### src/rtl/video_timing_pkg.sv
// Shared video timing constants and delay FSM encoding.
// Used by the input timing tracker and its delay state machine.
package video_timing_pkg;

    localparam int H_ACT = 640;
    localparam int H_FP  = 16;
    localparam int H_SW  = 96;
    localparam int H_BP  = 48;
    localparam int V_ACT = 480;
    localparam int V_FP  = 10;
    localparam int V_SW  = 2;
    localparam int V_BP  = 33;

    localparam int CNT_W_DEF = 12;

    localparam logic [1:0] S_IDLE       = 2'd0;
    localparam logic [1:0] S_WAIT_LINES = 2'd1;
    localparam logic [1:0] S_WAIT_PIX   = 2'd2;
    localparam logic [1:0] S_FIRE       = 2'd3;

    typedef enum logic [1:0] {
        IDLE       = S_IDLE,
        WAIT_LINES = S_WAIT_LINES,
        WAIT_PIX   = S_WAIT_PIX,
        FIRE       = S_FIRE
    } vrst_state_e;

endpackage

### src/rtl/video_input_timing_tracker_if.sv
// Raw video input stream: vertical/horizontal sync and data enable.
// The source drives it through master, the tracker listens via slave.
interface video_input_timing_tracker_if;

    logic I_VSYNC;
    logic I_HSYNC;
    logic I_DE;

    modport master (
        output I_VSYNC,
        output I_HSYNC,
        output I_DE
    );

    modport slave (
        input I_VSYNC,
        input I_HSYNC,
        input I_DE
    );

endinterface

### src/rtl/vrst_delay_fsm.sv
// Delays a frame start by DLY_LINES line ends plus DLY_PIX clocks,
// then emits a one-cycle reset pulse for the timing generator.
module vrst_delay_fsm
    import video_timing_pkg::*;
#(
    parameter int DLY_LINES = 1,
    parameter int DLY_PIX   = 2,
    parameter int CNT_W     = CNT_W_DEF
) (
    input  logic I_PCLK,
    input  logic I_RST,
    input  logic vs_rise,
    input  logic de_fall,
    output logic O_VRST
);

    localparam logic [CNT_W-1:0] LINES = CNT_W'(DLY_LINES);
    localparam logic [CNT_W-1:0] PIX   = CNT_W'(DLY_PIX);

    vrst_state_e      state;
    vrst_state_e      state_n;
    logic [CNT_W-1:0] line_cnt;
    logic [CNT_W-1:0] line_cnt_n;
    logic [CNT_W-1:0] pix_cnt;
    logic [CNT_W-1:0] pix_cnt_n;

    // State and counter registers
    always_ff @(posedge I_PCLK) begin
        if (I_RST) begin
            state    <= IDLE;
            line_cnt <= '0;
            pix_cnt  <= '0;
        end else begin
            state    <= state_n;
            line_cnt <= line_cnt_n;
            pix_cnt  <= pix_cnt_n;
        end
    end

    // Next state; a new frame start restarts from any state
    always_comb begin
        state_n    = state;
        line_cnt_n = line_cnt;
        pix_cnt_n  = pix_cnt;
        if (vs_rise) begin
            if (DLY_LINES == 0) begin
                state_n   = WAIT_PIX;
                pix_cnt_n = '0;
            end else begin
                state_n    = WAIT_LINES;
                line_cnt_n = '0;
            end
        end else begin
            unique case (state)
                WAIT_LINES: begin
                    if (de_fall) begin
                        if (line_cnt + 1'b1 == LINES) begin
                            state_n   = WAIT_PIX;
                            pix_cnt_n = '0;
                        end else begin
                            line_cnt_n = line_cnt + 1'b1;
                        end
                    end
                end
                WAIT_PIX: begin
                    if (pix_cnt == PIX) begin
                        state_n = FIRE;
                    end else begin
                        pix_cnt_n = pix_cnt + 1'b1;
                    end
                end
                FIRE: begin
                    state_n = IDLE;
                end
                IDLE: begin
                    state_n = IDLE;
                end
            endcase
        end
    end

    assign O_VRST = (state == FIRE);

endmodule

### src/rtl/video_input_timing_tracker.sv
// Tracks raw input timing: pixel coordinates, format measurement,
// lock status, and a delayed frame-reset pulse for the output raster.
module video_input_timing_tracker
    import video_timing_pkg::*;
#(
    parameter int HACT      = H_ACT,
    parameter int VACT      = V_ACT,
    parameter int DLY_LINES = 1,
    parameter int DLY_PIX   = 2,
    parameter int CNT_W     = CNT_W_DEF
) (
    input  logic                         I_PCLK,
    input  logic                         I_RST,
    video_input_timing_tracker_if.slave  vin,
    output logic                         O_VRST,
    output logic                         O_DE,
    output logic                         O_HSYNC,
    output logic [CNT_W-1:0]             O_COL,
    output logic [CNT_W-1:0]             O_ROW,
    output logic [CNT_W-1:0]             O_ACT_WIDTH,
    output logic [CNT_W-1:0]             O_ACT_HEIGHT,
    output logic                         O_LOCKED,
    output logic                         O_FMT_ERR
);

    localparam logic [CNT_W-1:0] HACT_C = CNT_W'(HACT);
    localparam logic [CNT_W-1:0] VACT_C = CNT_W'(VACT);
    localparam logic [CNT_W-1:0] CMAX   = {CNT_W{1'b1}};

    logic             vs_q;
    logic             vs_q2;
    logic             hs_q;
    logic             de_q;
    logic             de_q2;
    logic             vs_rise;
    logic             de_fall;
    logic [CNT_W-1:0] col;
    logic [CNT_W-1:0] row;
    logic             width_bad;
    logic             frame_seen;
    logic [1:0]       good_cnt;
    logic             frame_good;

    // Input registers and edge-detect history
    always_ff @(posedge I_PCLK) begin
        if (I_RST) begin
            vs_q  <= 1'b0;
            vs_q2 <= 1'b0;
            hs_q  <= 1'b0;
            de_q  <= 1'b0;
            de_q2 <= 1'b0;
        end else begin
            vs_q  <= vin.I_VSYNC;
            vs_q2 <= vs_q;
            hs_q  <= vin.I_HSYNC;
            de_q  <= vin.I_DE;
            de_q2 <= de_q;
        end
    end

    assign vs_rise = vs_q & ~vs_q2;
    assign de_fall = ~de_q & de_q2;

    // Saturating column and row counters aligned with de_q
    always_ff @(posedge I_PCLK) begin
        if (I_RST) begin
            col <= '0;
            row <= '0;
        end else begin
            if (!de_q) begin
                col <= '0;
            end else if (col != CMAX) begin
                col <= col + 1'b1;
            end
            if (vs_rise) begin
                row <= '0;
            end else if (de_fall && row != CMAX) begin
                row <= row + 1'b1;
            end
        end
    end

    assign frame_good = (row == VACT_C) && !width_bad;

    // Line/frame measurement and lock tracking
    always_ff @(posedge I_PCLK) begin
        if (I_RST) begin
            O_ACT_WIDTH  <= '0;
            O_ACT_HEIGHT <= '0;
            width_bad    <= 1'b0;
            frame_seen   <= 1'b0;
            good_cnt     <= 2'd0;
            O_LOCKED     <= 1'b0;
            O_FMT_ERR    <= 1'b0;
        end else begin
            O_FMT_ERR <= 1'b0;
            if (de_fall) begin
                O_ACT_WIDTH <= col;
                if (col != HACT_C) begin
                    width_bad <= 1'b1;
                end
            end
            if (vs_rise) begin
                O_ACT_HEIGHT <= row;
                width_bad    <= 1'b0;
                frame_seen   <= 1'b1;
                if (frame_seen) begin
                    if (frame_good) begin
                        if (good_cnt != 2'd2) begin
                            good_cnt <= good_cnt + 2'd1;
                        end
                        O_LOCKED <= (good_cnt != 2'd0);
                    end else begin
                        good_cnt  <= 2'd0;
                        O_LOCKED  <= 1'b0;
                        O_FMT_ERR <= 1'b1;
                    end
                end
            end
        end
    end

    assign O_DE    = de_q;
    assign O_HSYNC = hs_q;
    assign O_COL   = col;
    assign O_ROW   = row;

    vrst_delay_fsm #(
        .DLY_LINES (DLY_LINES),
        .DLY_PIX   (DLY_PIX),
        .CNT_W     (CNT_W)
    ) u_dly (
        .I_PCLK  (I_PCLK),
        .I_RST   (I_RST),
        .vs_rise (vs_rise),
        .de_fall (de_fall),
        .O_VRST  (O_VRST)
    );

endmodule

### src/flat_wrapper.sv
// flat-port wrapper written by rule: the top's interface ports become plain ports
module video_input_timing_tracker_flat import video_timing_pkg::*;
#(
    parameter int HACT      = H_ACT,
    parameter int VACT      = V_ACT,
    parameter int DLY_LINES = 1,
    parameter int DLY_PIX   = 2,
    parameter int CNT_W     = CNT_W_DEF
)
  (I_PCLK, I_RST, O_VRST, O_DE, O_HSYNC, O_COL, O_ROW, O_ACT_WIDTH, O_ACT_HEIGHT, O_LOCKED, O_FMT_ERR, vin_I_VSYNC, vin_I_HSYNC, vin_I_DE);
  video_input_timing_tracker_if vin_i ();
  input  logic I_PCLK;
  input  logic I_RST;
  output logic O_VRST;
  output logic O_DE;
  output logic O_HSYNC;
  output logic [CNT_W-1:0] O_COL;
  output logic [CNT_W-1:0] O_ROW;
  output logic [CNT_W-1:0] O_ACT_WIDTH;
  output logic [CNT_W-1:0] O_ACT_HEIGHT;
  output logic O_LOCKED;
  output logic O_FMT_ERR;
  input wire logic [$bits(vin_i.I_VSYNC)-1:0] vin_I_VSYNC;
  input wire logic [$bits(vin_i.I_HSYNC)-1:0] vin_I_HSYNC;
  input wire logic [$bits(vin_i.I_DE)-1:0] vin_I_DE;
  assign vin_i.I_VSYNC = vin_I_VSYNC;
  assign vin_i.I_HSYNC = vin_I_HSYNC;
  assign vin_i.I_DE = vin_I_DE;
  video_input_timing_tracker #(.HACT(HACT), .VACT(VACT), .DLY_LINES(DLY_LINES), .DLY_PIX(DLY_PIX), .CNT_W(CNT_W)) u_core (.I_PCLK(I_PCLK), .I_RST(I_RST), .vin(vin_i), .O_VRST(O_VRST), .O_DE(O_DE), .O_HSYNC(O_HSYNC), .O_COL(O_COL), .O_ROW(O_ROW), .O_ACT_WIDTH(O_ACT_WIDTH), .O_ACT_HEIGHT(O_ACT_HEIGHT), .O_LOCKED(O_LOCKED), .O_FMT_ERR(O_FMT_ERR));
endmodule
### config.mk
export PLATFORM = sky130hd
export DESIGN_NAME = video_input_timing_tracker_flat
export DESIGN_NICKNAME = d
export VERILOG_FILES = /design/src/rtl/video_timing_pkg.sv /design/src/rtl/video_input_timing_tracker_if.sv /design/src/rtl/vrst_delay_fsm.sv /design/src/rtl/video_input_timing_tracker.sv /design/src/flat_wrapper.sv
export SDC_FILE = /design/constraint.sdc
export NUM_CORES = 1
export LEC_CHECK = 0
export ABC_AREA = 0
export ABC_CLOCK_PERIOD_IN_PS = 2950
export BUFFER_PORTS_ARGS = -buffer_cell sky130_fd_sc_hd__buf_4
export CAP_MARGIN = 10
export CORE_ASPECT_RATIO = 0.75
export CORE_MARGIN = 2
export CORE_UTILIZATION = 30
export CTS_BUF_LIST = sky130_fd_sc_hd__clkbuf_4 sky130_fd_sc_hd__clkbuf_8
export CTS_CLUSTER_DIAMETER = 150
export DETAILED_ROUTE_END_ITERATION = 10
export GPL_TIMING_DRIVEN = 0
export PLACE_DENSITY = 0.53
export SLEW_MARGIN = 20
export SYNTH_ARGS = -nofsm -noshare
export SYNTH_HDL_FRONTEND = slang
export SYNTH_SLANG_ARGS = --single-unit
### constraint.sdc
create_clock -name I_PCLK -period 2.95 [get_ports I_PCLK]
set_input_delay 0.295 -clock I_PCLK [delete_from_list [all_inputs] [get_ports I_PCLK]]
set_output_delay 0.295 -clock I_PCLK [all_outputs]
set_load 0.05 [all_outputs]
# Word level (Yosys, flattened, before mapping)
# Cells that the tools add are included.
[classes]
eq_ne = 18
reduce_logical = 17
mux = 13
bitwise_logic = 7
addsub = 5
[op_table]
columns = ["cell", "n"]
rows = [
  ["$add A12 B1 Y12 const B", 4],
  ["$mux W12", 3],
  ["$ne A12 B12 Y1 const B", 2],
  ["$pmux W12 S2", 1],
  ["$eq A12 B1 Y1 const B", 1],
  ["$eq A12 B2 Y1 const B", 1],
  ["$eq A12 B9 Y1 const B", 1],
  ["$ne A12 B10 Y1 const B", 1],
  ["$reduce_and A3 Y1", 4],
  ["$mux W2", 5],
  ["$ne A2 B2 Y1 const B", 5],
  ["$ne A3 B3 Y1 const B", 2],
  ["$pmux W2 S3", 1],
  ["$reduce_or A2 Y1", 3],
  ["$not A1 Y1", 5],
  ["$reduce_and A5 Y1", 1],
  ["$eq A2 B2 Y1 const B", 2],
  ["$reduce_and A2 Y1", 2],
  ["$reduce_bool A2 Y1", 2],
  ["$mux W1", 3],
  ["$ne A3 B2 Y1 const B", 1],
  ["$reduce_or A3 Y1", 1],
  ["$add A2 B1 Y2 const B", 1],
  ["$and A1 B1 Y1", 2],
  ["other kinds (5)", 6],
]
[word_totals]
reg_bits = 85
out_inout_bits = 53
word_cells = 78

# Logic depth before layout (Yosys ltp)
# Gate-level depths: netlist of the first run.
[logic_depth]
word_depth = 6
ltp_mapped = 9

# Cells and area by module
# Synthesis of the first run repeated with hierarchy kept, for this count alone.
[unflattened]
hier_cells = 519
area_unflattened_um2 = 4249.1
[by_module_without_submodules]
columns = ["module", "seq_area_each_um2", "area_each_um2", "cells_each", "instances"]
rows = [
  ["video_input_timing_tracker", 1181.1, 2492.4, 300, 1],
  ["vrst_delay_fsm", 520.5, 1756.7, 219, 1],
]

# Worst setup path before layout of the first run
# No wires, ideal clock.
[synth_path]
path_type = "flip-flop to flip-flop"
from = "register u_core.u_dly.line_cnt[3]"
to = "register u_core.u_dly.pix_cnt[8]"
required_ps = 2833
period_less_slack_ps = 2415
path_slack_ps = 535
stages_incl_launch_ff = 10
arrival_time_ps = 2298
cell_sequence = "dfxtp_1 -> buf_6 -> and4_4 -> and3_4 -> or4_1 -> a211o_1 -> o32ai_4 -> buf_6 -> o21ai_1 -> a32o_1"
[synth_between]
elab_chain_len = 4
[synth_rtl]
columns = ["item", "line", "text"]
rows = [
  ["start: declaration", "vrst_delay_fsm.sv:22", "logic [CNT_W-1:0] line_cnt;"],
  ["start signal: assignment", "vrst_delay_fsm.sv:35", "line_cnt <= line_cnt_n;"],
  ["$add A12 B1 Y12", "vrst_delay_fsm.sv:57", "if (line_cnt + 1'b1 == LINES) begin"],
  ["$eq A12 B1 Y1", "vrst_delay_fsm.sv:57", ""],
  ["$ne A2 B2 Y1 (no source line)", "n/a", ""],
  ["$reduce_and A5 Y1 (no source line)", "n/a", ""],
  ["end signal: assignment", "vrst_delay_fsm.sv:36", "pix_cnt <= pix_cnt_n;"],
  ["end: declaration", "vrst_delay_fsm.sv:24", "logic [CNT_W-1:0] pix_cnt;"],
]
# No other way between the ends.
# A chain may end at the register's enable or synchronous reset.

# Worst setup path in the final report of the first run
[layout_path]
from = "register u_core.u_dly.line_cnt[1]"
to = "register u_core.u_dly.pix_cnt[9]"
# The elaborated chain is that of the path after synthesis.

==> load_flow_metrics.sql, run 1 <==
INSERT INTO impl_metrics (metric_group, metric, value, unit) VALUES
('outcome', 'run_status', 'finished clean', ''),
('worst_setup_path', 'critPathCaptureType', 'flip-flop', ''),
('clock_network', 'clk_root_buffer_cell', 'sky130_fd_sc_hd__clkbuf_8', ''),
('timing', 'timing.clock.skew', '0.01043', 'ns'),
('synth', 'synth_enable_flop_cells', '0', ''),
('timing', 'fin_crit', '2.704', 'ns'),
('grt', 'total_gr_overflow', '0', ''),
('timing', 'postLayoutSetupSlackWorst', '0.2457', 'ns'),
('route', 'ant_nets', '0', ''),
('timing', 'totalNegativeSetupSlack', '0', 'ns'),
('worst_setup_path', 'reg2reg_end', 'u_core.u_dly.pix_cnt[9]$_SDFFE_PP0P_', ''),
('synth', 'synth.top_cell.area_share', '0.4251', ''),
('worst_setup_path', 'critical-path-top-delay-family', 'compound AO/OA/AOI/OAI gates', ''),
('clock_network', 'ctsHoldBuffers', '0', ''),
('synth', 'avgSynthCellArea', '8.321', 'µm²'),
('cells_and_area', 'leading_cell_type_in_the_layout_fill_and_taps_excluded', 'sky130_fd_sc_hd__dfxtp_1', ''),
('clock_network', 'cts_inserted_buffers', '9', ''),
('synth', 'synthDistinctLibCells', '53', ''),
('grt', 'number_of_antenna_violations_at_the_first_check_in_global_routing', '0', ''),
('route', 'finalWirelength', '10.48', 'mm'),
('clock_network', 'cts_setup_buffers', '0', ''),
('synth', 'synthFlopType', 'sky130_fd_sc_hd__dfxtp_1', ''),
('route', 'drt_iter0_markers', '208', ''),
('place', 'detailedPlace.worstSlack', '0.2357', 'ns'),
('clock_network', 'number_of_clock_sinks', '85', ''),
('worst_setup_path', 'setup.worst_path.start_class', 'flip-flop', ''),
('cells_and_area', 'share_of_layout_cells_above_drive_strength_1', '0.1480', ''),
('synth', 'yosys_register_bits', '85', ''),
('timing', 'slew_viol_final', '0', ''),
('timing', 'worst-slew-pin-transition', '0.7205', 'ns'),
('worst_setup_path', 'worst-endpoint-required', '3.21', 'ns'),
('route', 'dr_total_vias', '3677', ''),
('die', 'start_util', '0.3075', ''),
('die', 'core', '13020', 'µm²'),
('cells_and_area', 'syn_to_final_growth', '20.32', '%'),
('synth', 'netlist_instances', '481', ''),
('synth', 'synth_top_cells_by_area', 'sky130_fd_sc_hd__dfxtp_1 (43%), sky130_fd_sc_hd__nand2_1 (7.1%), sky130_fd_sc_hd__a21oi_1 (5.6%), sky130_fd_sc_hd__ha_1 (4.1%), sky130_fd_sc_hd__nor2_1 (3.7%)', ''),
('run', 'number_of_max_cap_violations', '0', ''),
('clock_network', 'cts.repair.resized', '0', ''),
('worst_hold_path', 'min_delay_path_depth', '2', ''),
('route', 'drc', '0', ''),
('worst_setup_path', 'crit_type', 'flip-flop to flip-flop', ''),
('worst_setup_path', 'cp_num_buf_inv', '2', ''),
('pwr', 'total_leakage_power', '1.818', 'nW'),
('worst_hold_path', 'timing.hold.worst_endpoint', 'u_core.O_DE$_SDFF_PP0_', ''),
('die', 'die_span_in_x', '137.4', 'µm'),
('cells_and_area', 'finish.net_count', '567', ''),
('route', 'drt_pre_antenna_iters', '4', ''),
('synth', 'synth_warnings', '0', ''),
('place', 'placed_cell_area', '4644', 'µm²'),
('clock_network', 'tritoncts', 'built', ''),
('place', 'gp_routability_congestion', '0.8349', ''),
('synth', 'syn-cell-area', '4003', 'µm²'),
('timing', 'finalSetupViolCount', '0', ''),
('pwr', 'power.internal', '1.529', 'mW'),
('worst_hold_path', 'hold_path.class', 'input pin to flip-flop', ''),
('pwr', 'power.share.switching', '0.2541', ''),
('worst_setup_path', 'worst_ep_arrival_time', '2.96', 'ns'),
('timing', 'fmax', '369.8', 'MHz'),
('synth', 'ys_seq_area_frac', '0.4251', ''),
('timing', 'setup_repair_after_global_routing_missed_its_margin', 'no', ''),
('die', 'dieHeight', '104.0', 'µm'),
('pwr', 'power.share.sequential', '0.569', ''),
('clock_network', 'clkSlewWorstSetupHoldPaths', '0.08', 'ns'),
('cells_and_area', 'fillCellCount', '1368', ''),
('timing', 'layout_worst_path_cycle_share', '0.9167', ''),
('worst_setup_path', 'timing.critical_path.cells', 'ha_1 -> inv_1 -> nor4_1 -> o221ai_1 -> a211o_1 -> o32ai_4 -> buf_6 -> o21ai_1 -> a32o_1', ''),
('synth', 'synth_top_cell_by_area', 'sky130_fd_sc_hd__dfxtp_1', ''),
('worst_setup_path', 'cp-startpoint', 'u_core.u_dly.line_cnt[1]$_SDFFE_PP0P_', ''),
('cells_and_area', 'area_taken_by_flip_flops_and_latches', '1702', 'µm²'),
('route', 'vias_per_cell', '5.072', '');
## per-layer routing
metal,share of wire,up-vias,GRT usage,wire length (µm)
met4,0.0036,0,0.03976,38
li1,-,1853,-,-
met3,0.055,5,0.03752,580
met5,0,-,0,0
met1,0.52,1724,0.2244,5482
met2,0.42,95,0.2139,4377
## cell type report
cell class                      instances  area share
Buffer                                 23     0.02156
Clock buffer                           12     0.03040
Inverter                               16     0.01247
Tap cell                              171     0.04443
Sequential cell                        85      0.3533
Multi-Input combinational cell        357      0.4438
Timing Repair Buffer                   57     0.08885
Clock inverter                          4    0.005196
## worst max path at each step
| stage | slack [ns] | to |
|---|---|---|
| 5_1_grt | 0.003 | u_core.u_dly.pix_cnt[9]$_SDFFE_PP0P_ |
| 6_report | 0.25 | u_core.u_dly.pix_cnt[9]$_SDFFE_PP0P_ |
| 2_1_floorplan | 0.53 | u_core.u_dly.pix_cnt[8]$_SDFFE_PP0P_ |
| 3_3_place_gp | 0.26 | u_core.u_dly.pix_cnt[7]$_SDFFE_PP0P_ |
| 4_1_cts | 0.21 | u_core.u_dly.pix_cnt[6]$_SDFFE_PP0P_ |
| 3_5_place_dp | 0.24 | u_core.u_dly.pix_cnt[10]$_SDFFE_PP0P_ |
## cell families after synthesis
| logic type | count (synthesis) | share of synthesized area |
|---|---|---|
| and+or+nand+nor | 224 | 0.2826 |
| xor gates and xnor gates | 15 | 0.03282 |
| DFF | 85 | 0.4251 |
| AOI/OAI and AO/OA | 103 | 0.1729 |
| muxes | 2 | 0.005002 |
| buffers and inverters | 39 | 0.04095 |
| adders and majority gates | 13 | 0.04064 |
## through the flow
stage / power (mW) / util / cells / hold slack, ns
after floorplan: 1.284 / - / 481 / 0.4232
after detailed placement: 1.328 / 0.3568 / 709 / 0.4448
after CTS: 2.090 / 0.3700 / 725 / 0.1250
after global routing: 2.153 / 0.3700 / 725 / 0.1279
final: 2.050 / 0.3700 / 725 / 0.1429
after global placement: 1.325 / 0.3568 / 709 / 0.4435
## worst reg2reg max path: cells and delay by family, from the launching register on
kind            cells  cell delay (ns)
compound gates      5             1.24
flops               1             0.44
buf+inv             2             0.30
simple gates        1             0.30
fa+ha+maj           1             0.30
## Yosys cell counts (2+ instances only)
| cell | instances |
|---|---|
| sky130_fd_sc_hd__inv_1 | 16 |
| sky130_fd_sc_hd__nand2b_1 | 3 |
| sky130_fd_sc_hd__a211o_1 | 2 |
| sky130_fd_sc_hd__clkbuf_1 | 15 |
| sky130_fd_sc_hd__nand3_1 | 14 |
| sky130_fd_sc_hd__or3_1 | 5 |
| sky130_fd_sc_hd__and4_1 | 3 |
| sky130_fd_sc_hd__o21ai_1 | 3 |
| sky130_fd_sc_hd__nor3b_1 | 5 |
| sky130_fd_sc_hd__xnor2_1 | 5 |
| sky130_fd_sc_hd__and2_1 | 3 |
| sky130_fd_sc_hd__nor4_1 | 9 |
| sky130_fd_sc_hd__buf_2 | 2 |
| sky130_fd_sc_hd__and3_1 | 15 |
| sky130_fd_sc_hd__and4b_1 | 2 |
| sky130_fd_sc_hd__a21o_1 | 2 |
| sky130_fd_sc_hd__nor4bb_1 | 2 |
| sky130_fd_sc_hd__mux2i_1 | 2 |
| sky130_fd_sc_hd__nand2_1 | 76 |
| sky130_fd_sc_hd__o21a_1 | 8 |
| sky130_fd_sc_hd__buf_1 | 4 |
| sky130_fd_sc_hd__nor2_1 | 39 |
| sky130_fd_sc_hd__o211ai_1 | 3 |
| sky130_fd_sc_hd__ha_1 | 13 |
| sky130_fd_sc_hd__a211oi_1 | 4 |
| sky130_fd_sc_hd__o31ai_1 | 3 |
| sky130_fd_sc_hd__or4_1 | 2 |
| sky130_fd_sc_hd__nor2b_1 | 6 |
| sky130_fd_sc_hd__o211a_1 | 2 |
| sky130_fd_sc_hd__xor2_1 | 10 |
| sky130_fd_sc_hd__nand4_1 | 14 |
| sky130_fd_sc_hd__o21bai_1 | 3 |
| sky130_fd_sc_hd__a21oi_1 | 45 |
| sky130_fd_sc_hd__dfxtp_1 | 85 |
| sky130_fd_sc_hd__nor4b_1 | 4 |
| sky130_fd_sc_hd__o21ai_0 | 11 |
| sky130_fd_sc_hd__buf_6 | 2 |
| sky130_fd_sc_hd__a32o_1 | 8 |
| sky130_fd_sc_hd__nor3_1 | 17 |
## flip-flops by register name (all words and copies together), names as in the netlist, 2 cells and up
register               count
u_core.O_ACT_WIDTH        12
u_core.u_dly.state         2
u_core.u_dly.line_cnt     12
u_core.good_cnt            2
u_core.O_ACT_HEIGHT       12
u_core.O_ROW              12
u_core.u_dly.pix_cnt      12
u_core.O_COL              12
## power groups by stage
stage | clock network (mW) | registers, mW | logic (mW)
after floorplan | 0 | 1.20 | 0.0815
after global placement | 0 | 1.19 | 0.133
after detailed placement | 0 | 1.19 | 0.134
after CTS | 0.789 | 1.17 | 0.134
after global routing | 0.835 | 1.17 | 0.149
final | 0.751 | 1.17 | 0.133
No activity file was read; power rests on OpenSTA's default activity.
==> inputs of run 2 (changes only) <==
Settings changed: CORE_MARGIN 2 to not set.
==> run 2 against run 1 <==
Effect of this change:
- register-to-register slack worse by 0.02 ns
- clock power is 12% higher
- clock-buffer cell count stayed put
- combinational power hardly changed
- final area is 0.49% higher
- routed wire length is 1.9% lower
- flip-flop and latch count stayed put
- critical path type unchanged
- largest cell class unchanged
==> load_flow_metrics.sql, run 2 (synthesized netlist as in run 1, its figures left out) <==
INSERT INTO impl_metrics (metric_group, metric, value, unit) VALUES
('outcome', 'run_status', 'finished clean', ''),
('route', 'vias_per_cell', '5.142', ''),
('cells_and_area', 'area_taken_by_flip_flops_and_latches', '1702', 'µm²'),
('route', 'drt_pre_antenna_iters', '4', ''),
('timing', 'slew-limit-headroom', '0.5006', ''),
('cells_and_area', 'fillCellCount', '1365', ''),
('cells_and_area', 'finish.net_count', '567', ''),
('cells_and_area', 'layout_common_cells', 'sky130_fd_sc_hd__dfxtp_1 (85), sky130_fd_sc_hd__nand2_1 (76), sky130_fd_sc_hd__buf_4 (57), sky130_fd_sc_hd__a21oi_1 (45), sky130_fd_sc_hd__nor2_1 (39)', ''),
('route', 'drt-wirelength-per-cell', '14.18', 'µm'),
('pwr', 'power_switching', '524.4', 'µW'),
('grt', 'globalRouteTotalUtil', '0.1510', ''),
('clock_network', 'cts_inserted_buffers', '9', ''),
('place', 'io_buffers', '57', ''),
('timing', 'setup_repair_after_global_routing_missed_its_margin', 'no', ''),
('pwr', 'power.internal', '1.617', 'mW'),
('die', 'die_span_in_x', '135.4', 'µm'),
('clock_network', 'cts_htree_levels', '3', ''),
('worst_setup_path', 'setup.worst_path.start_class', 'flip-flop', ''),
('timing', 'totalNegativeSetupSlack', '0', 'ns'),
('grt', 'grt_pass1_vias', '3368', ''),
('die', 'rows', '36', ''),
('clock_network', 'tritoncts', 'built', ''),
('clock_network', 'number_of_clock_sinks', '85', ''),
('route', 'finalWirelength', '10.28', 'mm'),
('timing', 'timing.clock.skew', '0.009495', 'ns'),
('timing', 'fmax', '367.2', 'MHz'),
('timing', 'layout_worst_path_cycle_share', '0.9231', ''),
('route', 'drc', '0', ''),
('route', 'dr_total_vias', '3728', ''),
('worst_setup_path', 'critPathCaptureType', 'flip-flop', ''),
('pwr', 'total_leakage_power', '1.836', 'nW'),
('clock_network', 'clkSlewWorstSetupHoldPaths', '0.09', 'ns'),
('timing', 'finalSetupViolCount', '0', ''),
('place', 'placed_cell_area', '4644', 'µm²'),
('clock_network', 'clk_root_buffer_cell', 'sky130_fd_sc_hd__clkbuf_8', ''),
('timing', 'hold_viol_final', '0', ''),
('run', 'number_of_max_cap_violations', '0', ''),
('die', 'dieHeight', '102.0', 'µm'),
('clock_network', 'insertion_delay', '0.35', 'ns'),
('pwr', 'peakVddDrop', '0.0002203', 'V'),
('cells_and_area', 'number_of_antenna_repair_diodes', '0', ''),
('timing', 'fin_crit', '2.723', 'ns'),
('route', 'ant_nets', '0', ''),
('grt', 'number_of_antenna_violations_at_the_first_check_in_global_routing', '0', ''),
('cells_and_area', 'syn_to_final_growth', '20.91', '%'),
('worst_setup_path', 'worst_ep_arrival_time', '2.98', 'ns'),
('timing', 'slew_viol_final', '0', ''),
('worst_setup_path', 'crit_type', 'flip-flop to flip-flop', ''),
('place', 'place_hpwl', '7.533', 'mm'),
('die', 'io_pins', '58', ''),
('worst_setup_path', 'worst-endpoint-required', '3.21', 'ns'),
('worst_setup_path', 'crit_path_max_fanout', '10', ''),
('pwr', 'power.clock.fraction', '0.392', ''),
('cells_and_area', 'leading_cell_type_in_the_layout_fill_and_taps_excluded', 'sky130_fd_sc_hd__dfxtp_1', ''),
('pwr', 'fin_total_pwr', '2.141', 'mW'),
('pwr', 'power.share.switching', '0.2449', ''),
('grt', 'total_gr_overflow', '0', ''),
('die', 'dieArea', '13810', 'µm²'),
('clock_network', 'ctsHoldBuffers', '0', ''),
('pwr', 'power.density', '442.5', 'nW/µm²'),
('die', 'core', '13020', 'µm²'),
('grt', 'grt_first_pass_wirelength', '16.42', 'mm'),
('cells_and_area', 'multiInputGateArea', '2137', 'µm²'),
('worst_hold_path', 'hold_path.class', 'input pin to flip-flop', ''),
('die', 'start_util', '0.3075', ''),
('pwr', 'power.share.sequential', '0.545', ''),
('pwr', 'share_comb_of_total_power', '0.063', ''),
('route', 'drt_iter0_markers', '181', ''),
('cells_and_area', 'share_of_layout_cells_above_drive_strength_1', '0.1480', ''),
('place', 'gp_routability_congestion', '0.8091', ''),
('grt', 'grt_start_max_net_pins', '14', ''),
('timing', 'worst-slew-pin-transition', '0.7463', 'ns'),
('clock_network', 'cts.path.max_buffers', '2', ''),
('cells_and_area', 'final_design_area_no_fill', '4840', 'µm²');
==> run 2: worst paths after layout <==
kind	from	end	slack (ns)	cells past startpoint
worst min register to register	u_core.good_cnt[0]$_SDFFE_PP0P_	u_core.good_cnt[0]$_SDFFE_PP0P_	0.46	2
worst max register to register	u_core.u_dly.line_cnt[1]$_SDFFE_PP0P_	u_core.u_dly.pix_cnt[3]$_SDFFE_PP0P_	0.23	9
worst min-delay path	vin_I_DE	u_core.O_DE$_SDFF_PP0_	0.15	2
worst max-delay path	u_core.u_dly.line_cnt[1]$_SDFFE_PP0P_	u_core.u_dly.pix_cnt[3]$_SDFFE_PP0P_	0.23	9
==> run 2: power groups by stage <==
stage / registers [mW] / logic (mW) / clock network [mW]
6_report: 1.17 / 0.135 / 0.840
2_1_floorplan: 1.20 / 0.0815 / 0
4_1_cts: 1.17 / 0.135 / 0.868
3_5_place_dp: 1.19 / 0.133 / 0
5_1_grt: 1.17 / 0.149 / 0.915
3_3_place_gp: 1.19 / 0.130 / 0
==> run 2: routing by layer <==
layer,up-vias,GRT usage,share of wire
met5,-,0,0
met4,0,0.04322,0.0088
met3,9,0.03869,0.048
met2,89,0.2276,0.43
met1,1777,0.2118,0.51
li1,1853,-,-
==> run 2: worst max-delay path: stages (launching register included) <==
cell,delay [ns]
sky130_fd_sc_hd__dfxtp_1,0.44
sky130_fd_sc_hd__ha_1,0.30
sky130_fd_sc_hd__and4_1,0.28
sky130_fd_sc_hd__nand3_1,0.15
sky130_fd_sc_hd__nor4b_1,0.29
sky130_fd_sc_hd__nor2_1,0.16
sky130_fd_sc_hd__o32ai_4,0.46
sky130_fd_sc_hd__buf_6,0.21
sky130_fd_sc_hd__a21oi_1,0.09
sky130_fd_sc_hd__a311oi_2,0.26
==> run 2: cell type report <==
cell class / instances / area share
multi-input cells: 357 / 0.4416
flip-flops and latches: 85 / 0.3516
repair buffers: 57 / 0.08842
well taps: 171 / 0.04421
clock buffers: 12 / 0.03025
plain buffers: 23 / 0.02146
inverters: 16 / 0.01241
clock inverters: 4 / 0.01008
==> run 2: metrics by stage <==
step | instances | util | hold WS, ns | setup WS, ns
after detailed placement | 709 | 0.3568 | 0.4486 | 0.1878
after global placement | 709 | 0.3568 | 0.4445 | 0.2406
final | 725 | 0.3718 | 0.1467 | 0.2268
after floorplan | 481 | - | 0.4232 | 0.5349
after global routing | 725 | 0.3718 | 0.1366 | 0.003046
after CTS | 725 | 0.3718 | 0.1293 | 0.1886
==> run 2: timing repair <==
action,4_1_cts,5_1_grt
endpoints found under the setup margin,0,4
buffers inserted,0,0
gates resized for setup,0,0
==> inputs of run 3 (changes only) <==
Settings changed: CORE_UTILIZATION 30 to 58, GPL_ROUTABILITY_DRIVEN set to 0, PLACE_DENSITY 0.53 to not set, PLACE_DENSITY_LB_ADDON set to 0.1.
==> run 3 against run 2 <==
Effect of this change:
- fmax increased by 2.2%
- die area shrank 48%
- register-to-register slack improved by 0.06 ns
- final area shrank 2.1%
- the run now ends with DRC left
- routed wire length decreased by 5.6%
- largest cell class unchanged
- global-route usage up 13 points
- sequential share of layout area increased by 0.75 points
- critical endpoint is now u_core.u_dly.pix_cnt[6]$_SDFFE_PP0P_
- hold slack got worse by 0.00087 ns
- first-iteration DRC count rose by 35%
- critical path type unchanged
==> load_flow_metrics.sql, run 3 (synthesized netlist as in run 1, its figures left out) <==
INSERT INTO impl_metrics (metric_group, metric, value, unit) VALUES
('outcome', 'run_status', 'finished, violations left', ''),
('outcome', 'violations_in_the_final_reports', 'DRC', ''),
('die', 'dieHeight', '73.94', 'µm'),
('timing', 'timing.clock.skew', '0.006109', 'ns'),
('cells_and_area', 'finish.net_count', '568', ''),
('timing', 'slew-limit-headroom', '0.5103', ''),
('worst_setup_path', 'critPathCaptureType', 'flip-flop', ''),
('clock_network', 'number_of_clock_sinks', '85', ''),
('clock_network', 'clkSlewWorstSetupHoldPaths', '0.08', 'ns'),
('worst_hold_path', 'timing.hold.worst_endpoint', 'u_core.vs_q$_SDFF_PP0_', ''),
('cells_and_area', 'multiInputGateArea', '2150', 'µm²'),
('place', 'placed_cell_area', '4532', 'µm²'),
('timing', 'finalSetupViolCount', '0', ''),
('clock_network', 'cts_htree_levels', '3', ''),
('route', 'drc', '5', ''),
('die', 'io_pins', '58', ''),
('clock_network', 'insertion_delay', '0.36', 'ns'),
('worst_setup_path', 'setup.reg_to_reg.worst_slack', '0.28', 'ns'),
('clock_network', 'tritoncts', 'built', ''),
('clock_network', 'cts_inserted_buffers', '9', ''),
('grt', 'number_of_antenna_violations_at_the_first_check_in_global_routing', '0', ''),
('worst_setup_path', 'critical-path-top-delay-family', 'compound AO/OA/AOI/OAI gates', ''),
('place', 'io_buffers', '57', ''),
('timing', 'fin_crit', '2.666', 'ns'),
('route', 'ant_nets', '0', ''),
('worst_setup_path', 'crit_path_max_fanout', '7', ''),
('clock_network', 'clk_root_buffer_cell', 'sky130_fd_sc_hd__clkbuf_8', ''),
('grt', 'grt_start_max_net_pins', '13', ''),
('timing', 'layout_worst_path_cycle_share', '0.9036', ''),
('clock_network', 'cts.path.max_buffers', '2', ''),
('pwr', 'total_leakage_power', '1.840', 'nW'),
('route', 'vias_per_cell', '6.065', ''),
('worst_setup_path', 'worst-endpoint-required', '3.25', 'ns'),
('die', 'rows', '25', ''),
('grt', 'grt_first_pass_wirelength', '16.19', 'mm'),
('place', 'place_hpwl', '6.747', 'mm'),
('worst_setup_path', 'timing.critical_path.slowest_stage_cell', 'sky130_fd_sc_hd__dfxtp_1', ''),
('die', 'dieArea', '7241', 'µm²'),
('route', 'drt_pre_antenna_iters', '8', ''),
('worst_setup_path', 'crit_type', 'flip-flop to flip-flop', ''),
('timing', 'totalNegativeSetupSlack', '0', 'ns'),
('run', 'number_of_max_cap_violations', '0', ''),
('worst_setup_path', 'cp_num_buf_inv', '2', ''),
('timing', 'setup_repair_after_global_routing_missed_its_margin', 'no', ''),
('die', 'core', '6475', 'µm²'),
('cells_and_area', 'number_of_antenna_repair_diodes', '0', ''),
('die', 'start_util', '0.6182', ''),
('pwr', 'peakVddDrop', '0.0003919', 'V'),
('worst_setup_path', 'timing.critical_path.cells', 'ha_1 -> inv_1 -> nor4_1 -> o221ai_1 -> a211o_1 -> o32ai_4 -> buf_4 -> a21boi_4 -> a32o_1', ''),
('die', 'die_span_in_x', '97.93', 'µm'),
('worst_setup_path', 'setup.worst_path.start_class', 'flip-flop', ''),
('timing', 'worst-slew-pin-transition', '0.7318', 'ns'),
('grt', 'globalRouteTotalUtil', '0.2805', ''),
('timing', 'hold_viol_final', '0', ''),
('worst_hold_path', 'min_delay_path_depth', '2', ''),
('pwr', 'power.density', '446.5', 'nW/µm²'),
('worst_setup_path', 'reg2reg_end', 'u_core.u_dly.pix_cnt[6]$_SDFFE_PP0P_', ''),
('route', 'drt-wirelength-per-cell', '15.34', 'µm'),
('grt', 'total_gr_overflow', '0', ''),
('route', 'finalWirelength', '9.708', 'mm'),
('route', 'dr_total_vias', '3839', ''),
('worst_setup_path', 'worst_ep_arrival_time', '2.96', 'ns'),
('worst_setup_path', 'reg2reg_from', 'u_core.u_dly.line_cnt[1]$_SDFFE_PP0P_', ''),
('timing', 'slew_viol_final', '0', ''),
('worst_setup_path', 'worst_path_largest_cell_delay', '0.43', 'ns'),
('worst_hold_path', 'min_from', 'vin_I_VSYNC', ''),
('cells_and_area', 'syn_to_final_growth', '18.38', '%'),
('cells_and_area', 'final_design_area_no_fill', '4738', 'µm²'),
('worst_setup_path', 'critical_path_cell_count', '9', ''),
('cells_and_area', 'fillCellCount', '502', ''),
('cells_and_area', 'share_of_layout_cells_above_drive_strength_1', '0.1467', ''),
('worst_setup_path', 'worst-r2r-cell-count', '9', ''),
('timing', 'fmax', '375.1', 'MHz'),
('cells_and_area', 'area_taken_by_flip_flops_and_latches', '1702', 'µm²'),
('grt', 'grt_pass1_vias', '3481', ''),
('worst_hold_path', 'hold_path.class', 'input pin to flip-flop', ''),
('cells_and_area', 'layout_common_cells', 'sky130_fd_sc_hd__dfxtp_1 (85), sky130_fd_sc_hd__nand2_1 (76), sky130_fd_sc_hd__buf_4 (58), sky130_fd_sc_hd__a21oi_1 (45), sky130_fd_sc_hd__nor2_1 (39)', ''),
('route', 'drt_iter0_markers', '245', ''),
('cells_and_area', 'leading_cell_type_in_the_layout_fill_and_taps_excluded', 'sky130_fd_sc_hd__dfxtp_1', '');
==> run 3: changes by cell type in the layout (fill, tap and decap cells not counted), sizes merged <==
cell / before / now
clkinv: 3 / 1
clkbuf: 27 / 26
buf: 65 / 66
==> run 3: worst max path at each step <==
stage / start / end / slack (ns)
floorplan: u_core.u_dly.line_cnt[3]$_SDFFE_PP0P_ / u_core.u_dly.pix_cnt[8]$_SDFFE_PP0P_ / 0.53
global placement: u_core.u_dly.line_cnt[0]$_SDFFE_PP0P_ / u_core.u_dly.pix_cnt[9]$_SDFFE_PP0P_ / 0.33
detailed placement: u_core.u_dly.line_cnt[1]$_SDFFE_PP0P_ / u_core.u_dly.pix_cnt[10]$_SDFFE_PP0P_ / 0.24
CTS: u_core.u_dly.line_cnt[1]$_SDFFE_PP0P_ / u_core.u_dly.pix_cnt[10]$_SDFFE_PP0P_ / 0.22
global route: u_core.u_dly.line_cnt[1]$_SDFFE_PP0P_ / u_core.u_dly.pix_cnt[6]$_SDFFE_PP0P_ / 0.03
finish: u_core.u_dly.line_cnt[1]$_SDFFE_PP0P_ / u_core.u_dly.pix_cnt[6]$_SDFFE_PP0P_ / 0.28
==> run 3: what timing repair did <==
action | CTS | global route
hold buffers | 0 | 0
setup endpoints to repair | 0 | 11
setup buffers | 0 | 1
resized for setup | 0 | 2
==> run 3: final cells by class <==
| type | instances | area share |
|---|---|---|
| Clock buffer | 11 | 0.03195 |
| Buffer | 23 | 0.02192 |
| Clock inverter | 2 | 0.007394 |
| Multi-Input combinational cell | 357 | 0.4537 |
| Inverter | 16 | 0.01267 |
| Sequential cell | 85 | 0.3591 |
| Timing Repair Buffer | 58 | 0.09189 |
| Tap cell | 81 | 0.02139 |
==> run 3: routing by layer <==
metal  GRT usage  up-vias  share of wire
met5           0        -              0
met4     0.08249        0          0.016
met3     0.06673       24          0.070
met2      0.4601      154           0.44
met1      0.3741     1814           0.47
li1            -     1847              -
==> run 3: power by group <==
| part | leakage [nW] | total, mW | switching (mW) | internal, mW |
|---|---|---|---|---|
| sequential | 0.686 | 1.17 | 0.00973 | 1.16 |
| clock | 0.0971 | 0.811 | 0.389 | 0.422 |
| combinational | 1.06 | 0.138 | 0.0943 | 0.0434 |
==> run 3: stage by stage <==
step | utilization | cells | power [mW] | hold WS, ns | setup WS [ns]
detailed placement | 0.6999 | 619 | 1.323 | 0.4478 | 0.2403
global route | 0.7318 | 633 | 2.185 | 0.1334 | 0.02737
finish | 0.7318 | 633 | 2.116 | 0.1459 | 0.2844
global placement | 0.6999 | 619 | 1.319 | 0.4421 | 0.3287
CTS | 0.7287 | 632 | 2.119 | 0.1414 | 0.2191
floorplan | - | 481 | 1.284 | 0.4232 | 0.5349
